--- src/rtl/lamp_ctrl_pkg.sv ---
// Shared constants and helpers for the multi-way lamp controller.
package lamp_ctrl_pkg;

    localparam logic MODE_PUSH   = 1'b0;
    localparam logic MODE_ROCKER = 1'b1;

    // Ceiling log2; clog2(1) = 0, clog2(5) = 3.
    function automatic int clog2(input int v);
        int r;
        int x;
        r = 0;
        x = v - 1;
        while (x > 0) begin
            r = r + 1;
            x = x >> 1;
        end
        return r;
    endfunction

endpackage

--- src/rtl/lamp_sw_debounce.sv ---
// One switch channel: 2-flop synchroniser, debounce counter and edge decode.
// evt is a registered 1-cycle pulse on an accepted level change, filtered by mode.
module lamp_sw_debounce
    import lamp_ctrl_pkg::*;
#(
    parameter int DEB_CYCLES = 16
) (
    input  logic clk,
    input  logic rst_n,
    input  logic mode,
    input  logic s_raw,
    output logic evt
);

    localparam int CW_RAW = clog2(DEB_CYCLES + 1);
    localparam int CW     = (CW_RAW < 1) ? 1 : CW_RAW;
    localparam logic [CW-1:0] CNT_LAST = CW'(DEB_CYCLES - 1);

    logic          r_sync1;
    logic          r_sync;
    logic          r_deb;
    logic          r_deb_d;
    logic [CW-1:0] r_cnt;
    logic          r_evt;

    // Bring the raw level into the clock domain.
    always_ff @(posedge clk) begin
        if (!rst_n) begin
            r_sync1 <= 1'b0;
            r_sync  <= 1'b0;
        end else begin
            r_sync1 <= s_raw;
            r_sync  <= r_sync1;
        end
    end

    // Accept a new level only after it differs for DEB_CYCLES consecutive cycles;
    // any return to the debounced level restarts the count.
    always_ff @(posedge clk) begin
        if (!rst_n) begin
            r_deb <= 1'b0;
            r_cnt <= '0;
        end else if (r_sync == r_deb) begin
            r_cnt <= '0;
        end else if (r_cnt == CNT_LAST) begin
            r_deb <= r_sync;
            r_cnt <= '0;
        end else begin
            r_cnt <= r_cnt + 1'b1;
        end
    end

    // Edge decode: rising only for pushbuttons, either edge for rockers.
    always_ff @(posedge clk) begin
        if (!rst_n) begin
            r_deb_d <= 1'b0;
            r_evt   <= 1'b0;
        end else begin
            r_deb_d <= r_deb;
            r_evt   <= (mode == MODE_ROCKER) ? (r_deb ^ r_deb_d) : (r_deb & ~r_deb_d);
        end
    end

    assign evt = r_evt;

endmodule

--- src/rtl/lamp_ctrl_multi.sv ---
// N-way lamp controller: each accepted switch event toggles F; an odd number of
// simultaneous events toggles, an even number cancels. Optional auto-off timer.
module lamp_ctrl_multi
    import lamp_ctrl_pkg::*;
#(
    parameter int N_SW       = 3,
    parameter int DEB_CYCLES = 16,
    parameter int TMO_W      = 16,
    parameter int TIMEOUT    = 0
) (
    input  logic            clk,
    input  logic            rst_n,
    input  logic            mode,
    input  logic [N_SW-1:0] S,
    output logic            F,
    output logic [N_SW-1:0] evt,
    output logic            expired
);

    localparam bit TMO_EN = (TIMEOUT != 0);
    localparam logic [TMO_W-1:0] TMO_LAST = TMO_EN ? TMO_W'(TIMEOUT - 1) : '0;

    logic [N_SW-1:0]  w_evt;
    logic             w_tog;
    logic             w_any;
    logic             r_f;
    logic             r_exp;
    logic [TMO_W-1:0] r_tmr;

    genvar gi;
    generate
        for (gi = 0; gi < N_SW; gi++) begin : g_ch
            lamp_sw_debounce #(
                .DEB_CYCLES (DEB_CYCLES)
            ) u_deb (
                .clk   (clk),
                .rst_n (rst_n),
                .mode  (mode),
                .s_raw (S[gi]),
                .evt   (w_evt[gi])
            );
        end
    endgenerate

    assign w_tog = ^w_evt;
    assign w_any = |w_evt;

    // Lamp state and idle timer. Any event clears the timer and takes priority
    // over expiry, so expiry only fires on a truly idle lamp.
    always_ff @(posedge clk) begin
        if (!rst_n) begin
            r_f   <= 1'b0;
            r_exp <= 1'b0;
            r_tmr <= '0;
        end else begin
            r_exp <= 1'b0;
            if (!r_f || w_any) begin
                r_tmr <= '0;
                if (w_tog) r_f <= ~r_f;
            end else if (TMO_EN && (r_tmr == TMO_LAST)) begin
                r_f   <= 1'b0;
                r_exp <= 1'b1;
                r_tmr <= '0;
            end else if (TMO_EN) begin
                r_tmr <= r_tmr + 1'b1;
            end else begin
                r_tmr <= '0;
            end
        end
    end

    assign F       = r_f;
    assign evt     = w_evt;
    assign expired = r_exp;

endmodule

--- config.mk ---
export PLATFORM = sky130hd
export DESIGN_NAME = lamp_ctrl_multi
export DESIGN_NICKNAME = d
export VERILOG_FILES = /design/src/rtl/lamp_ctrl_pkg.sv /design/src/rtl/lamp_sw_debounce.sv /design/src/rtl/lamp_ctrl_multi.sv
export SDC_FILE = /design/constraint.sdc
export NUM_CORES = 1
export LEC_CHECK = 0
export CAP_MARGIN = 20
export CORE_UTILIZATION = 50
export DETAILED_ROUTE_END_ITERATION = 6
export MAX_ROUTING_LAYER = met4
export PLACE_DENSITY = 0.71
export REMOVE_ABC_BUFFERS = 1
export SLEW_MARGIN = 15
export SYNTH_ARGS = -nofsm -noshare
export SYNTH_HDL_FRONTEND = slang
export SYNTH_HIERARCHICAL = 1
export SYNTH_SLANG_ARGS = --single-unit
--- constraint.sdc ---
create_clock -name clk -period 3.3 [get_ports clk]
set_input_delay 0.495 -clock clk [delete_from_list [all_inputs] [get_ports clk]]
set_output_delay 0.495 -clock clk [all_outputs]
set_load 0.005 [all_outputs]
# Word level (Yosys, flattened, before mapping)
# Cells that the tools add are included.
[word_totals]
ff_bits = 31
latch_bits = 0
mem_bits_rw = 0
romBits = 0
input_bits = 6
output_inout_bits = 5
wordCells = 56
mem_count = 0
[op_classes]
add_sub_neg = 3
multipliers = 0
div = 0
order_cmp = 0
n_eq_ne = 6
shifts = 0
n_mux = 3
bitwise = 14
n_reduce_logical = 11
[op_table]
columns = ["operator", "n"]
rows = [
  ["adder 5 x 1 -> 5 bit (second input constant)", 3],
  ["equality test 5 x 4 -> 1 bit (second input constant)", 3],
  ["OR reduction 3 bit", 4],
  ["inverter 1 bit", 8],
  ["AND reduction 2 bit", 4],
  ["AND 1 bit", 3],
  ["equality test 1 bit", 3],
  ["two-way mux 1 bit", 3],
  ["parity 3 bit", 1],
  ["XOR 1 bit", 3],
  ["logical NOT 1 bit", 1],
  ["logical OR 1 bit", 1],
]

# Depth between registers and ports, before layout
[logic_depth]
depth_word = 3
mapped_depth = 5
mapped_depth_nobuf = 5

# Cells and area by module
# The synthesis kept the hierarchy.
[by_module_without_submodules]
columns = ["module", "instances", "cells_each", "area_per_inst_um2", "seq_area_each_um2"]
rows = [
  ["lamp_sw_debounce", 3, 35, 372.9, 200.2],
  ["lamp_ctrl_multi", 1, 11, 92.6, 20.0],
]

# Worst setup path before layout
# OpenSTA, ideal clock, no wires.
[synth_path]
path_kind = "reg2reg"
startpoint = "reg g_ch[0].u_deb.r_cnt[0]"
endpoint = "reg g_ch[0].u_deb.r_cnt[2]"
setup_time_ns = 0.064
arrival_time_ns = 1.209
required_time_ns = 3.236
setup_slack_ns = 2.027
path_stages_with_launch = 6
path_buffers = 0
synth_period_minus_slack_ns = 1.273
path_cell_list = "dfxtp_1 > ha_1 > and3_1 > ha_1 > nand3b_2 > nor2_1"
[synth_via]
elab_chain_len = 2
elab_cells_between_ends = 3
cone_classes = "add/sub (1); eq/ne (1); reduce/logical (1)"
[synth_lines]
columns = ["item", "line", "source"]
rows = [
  ["from (decl)", "lamp_sw_debounce.sv:23", "logic [CW-1:0] r_cnt;"],
  ["from (signal assigned)", "lamp_sw_debounce.sv:49", "r_cnt <= r_cnt + 1'b1;"],
  ["parallel branches: the longest is 2 deep, another holds adder 5 x 1 -> 5 bit", "--", ""],
]
# Several ways; the timed one is not identified.
# A chain may end at the register's enable or synchronous reset.

# Final worst setup path
[layout_path]
startpoint = "reg r_f (netlist: F)"
endpoint = "out F"
[layout_rtl]
columns = ["item", "line", "source"]
rows = [
  ["from (decl)", "lamp_ctrl_multi.sv:26", "logic r_f;"],
  ["from (signal assigned)", "lamp_ctrl_multi.sv:59", "if (w_tog) r_f <= ~r_f;"],
  ["to (decl)", "lamp_ctrl_multi.sv:15", "output logic F,"],
]
# No word-level cell between the ends.

==> impl_results.md <==
- Run status: finished clean
- CTS tree: built
- Slew HR: 0.6095
- Core Util, Final: 0.6199
- Drc violations: 0
- Vias/cell: ~4.7
- Initial antenna violation count: 0
- DIE AREA: 2623 sq um
- Worst-Margin Slew: just under 0.6 ns
- Seq. cell area: just over 600 sq um
- Inserted Clock Buffers: 5
- Router iterations before antenna repair: 3
- Cells after Synth: roughly 120
- Worst Setup End Kind: primary output
- Final setup vio count: 0
- Largest net degree at the start of global routing: 20
- Flops & latches, synth: 31
- Cell Pwr Density: approximately 460 nW/um^2
- Root buf cell: clkbuf_4
- Peak supply drop: approximately 0.00036 V
- Fill count: roughly 200
- Hold Vio Cnt, Final: 0
- Die Y: about 50 um
- Row count: 17
- CP top delay family: buffers and inverters
- Yosys Warn Count: 6
- Post-Syn Area: between 1000 and 1500 sq um
- Share of cells above drive strength 1: 0.1136
- CP peak stage delay: approximately 0.53 ns
- First-pass GRT wire length: approximately 2900 um
- Postcts setup bufs: 0
- Sequential area share after synthesis: 0.5124
- Startpoint types: flop
- Total clock sinks: 31
- Top cell type by total area after synthesis: dfxtp_1
- Worst Hold Class: reg -> reg
- Multi-input gate area: about 530 sq um
- Minimum clock period: 1.718 ns
- CTS clk-pin slew, worst paths: 0.09 ns
- Vias in the first global route: slightly above 700
- DR vias: between 700 and 800
- Worst-path cell chain: clkdlybuf4s50_1
- Max frequency: about 580 MHz
- Cell leakage power: roughly 0.00058 uW
- Post-cts hold buffer count: 0
- Crit Path Max Fanout: 3
- Core area: ~2300 sq um
- Diodes inserted: 0
- Die W: 51.22 um
- Max-cap violations: 0
- Tcrit/Tclk final: 0.5206
- GR Overflow Total: 0
- I/O Buffers: 9
- Unrepaired setup endpoints after global routing: no
- Final ANT Viol Nets: 0
- Final nets: 147
- DRT Wirelength: approximately 1600 um
- Dpl hpwl: ~1100 um
- Mean post-synth cell area: between 10 and 15 sq um
- Post-CTS Resized: 0
- Routability cong.: between 0.7 and 0.8
- Overall routing resource usage: 0.1675
- Io pins: 11
- Slowest CP cell: clkdlybuf4s50_1
- CTS Buffer Depth: 2
- Initial Utilization: 0.5372
- Final Max Slew Viols: 0
- Starting DRT DRC Count: 9
- Wire per inst: 10.17 um
- Top-area cell type share of the netlist area: 0.5124
- Synth top area cells: dfxtp_1, ha_1, xor2_1, mux2i_1, nor2_1
- WP buf/inv: 1
- Final clock skew: around 0.0048 ns
- Worst EP required: between 2 and 3 ns
- Final TNS setup: 0 ns
- Area grow syn2layout: 15.39%
- Synth cell types: 18
- Clk_lat worst skew: around 0.32 ns
- Htree depth: 2
- Crit path kind: reg -> out
- Worst EP arrival: 1.22 ns
[final cells by class]
type | instances | share of cell area
inverters | 14 | 0.03760
multi-input cells | 70 | 0.3796
flip-flops and latches | 31 | 0.4440
repair buffers | 9 | 0.06446
well taps | 28 | 0.02507
clock buffers | 8 | 0.04924
[cells in the final DEF, fill, tap and decap left out]
master and count:
clkbuf_1 1, clkbuf_4 5, nand3_1 3, and3_1 3
clkbuf_8 2, xnor2_1 3, nand3b_2 3, conb_1 1
dfxtp_1 31, nor2b_1 3, and2_1 9, ha_1 10
clkdlybuf4s50_1 9, nor2_1 16, inv_1 14, a21oi_2 1
o21ai_1 1, xor2_1 7, mux2i_1 6, and2_2 3
mux2_4 1
[report_power, final]
group,total [uW],internal [uW],switching [uW]
Sequential,380,378,2.11
Clock,246,125,120
Combinational,17.5,9.76,7.75
[cells by family after synthesis]
group | Yosys count | synth area share
simple gates | 40 | 0.1859
buf+inv | 15 | 0.04959
mux | 7 | 0.06198
fa+ha+maj | 10 | 0.1033
xor+xnor | 10 | 0.07232
other cells | 1 | 0.003096
compound gates | 2 | 0.01136
flops | 31 | 0.5124
[stage by stage]
step / area [sq um] / hold slack, ns / setup slack, ns / std cells / total power (uW)
after CTS: 1398 / 0.4403 / 1.555 / 160 / 656.3
final: 1398 / 0.4379 / 1.582 / 160 / 643.5
after global routing: 1398 / 0.4641 / 1.508 / 160 / 678.2
after floorplan: 1204 / 0.4118 / 2.027 / 115 / 396.1
after global placement: 1329 / 0.4165 / 1.557 / 152 / 406.2
after detailed placement: 1329 / 0.4202 / 1.538 / 152 / 406.7
[sequential cells by signal, summed over array words and instances, names as in the netlist]
| name | count |
|---|---|
| g_ch.u_deb/r_sync | 3 |
| g_ch.u_deb/r_cnt | 15 |
| g_ch.u_deb/evt | 3 |
| g_ch.u_deb/r_sync1 | 3 |
| g_ch.u_deb/r_deb_d | 3 |
| g_ch.u_deb/r_deb | 3 |
| F | 1 |
[cell usage after synthesis]
master,instances
a21oi_2,1
and2_1,9
and2_2,3
and3_1,3
buf_4,1
conb_1,1
dfxtp_1,31
ha_1,10
inv_1,14
mux2_4,1
mux2i_1,6
nand3_1,3
nand3b_2,3
nor2_1,16
nor2b_1,3
o21ai_1,1
xnor2_1,3
xor2_1,7
[per-layer routing]
| metal | vias to the layer above | global-route usage | part of all wire |
|---|---|---|---|
| li1 | 392 | - | - |
| met1 | 345 | 0.1654 | 0.46 |
| met2 | 14 | 0.2566 | 0.46 |
| met3 | 2 | 0.09821 | 0.058 |
| met4 | 0 | 0.09459 | 0.017 |
| met5 | - | - | 0 |
[worst paths after layout]
check | from | to | slack (ns) | cells after the start
worst min-delay path | g_ch[2].u_deb/r_sync1 | g_ch[2].u_deb/r_sync | 0.44 | 1
worst max-delay path | F | F | 1.58 | 1
worst min register to register | g_ch[2].u_deb/r_sync1 | g_ch[2].u_deb/r_sync | 0.44 | 1
worst max register to register | g_ch[0].u_deb/r_cnt[0] | g_ch[0].u_deb/r_cnt[3] | 1.87 | 5
Power figures use the tool's default switching activity.
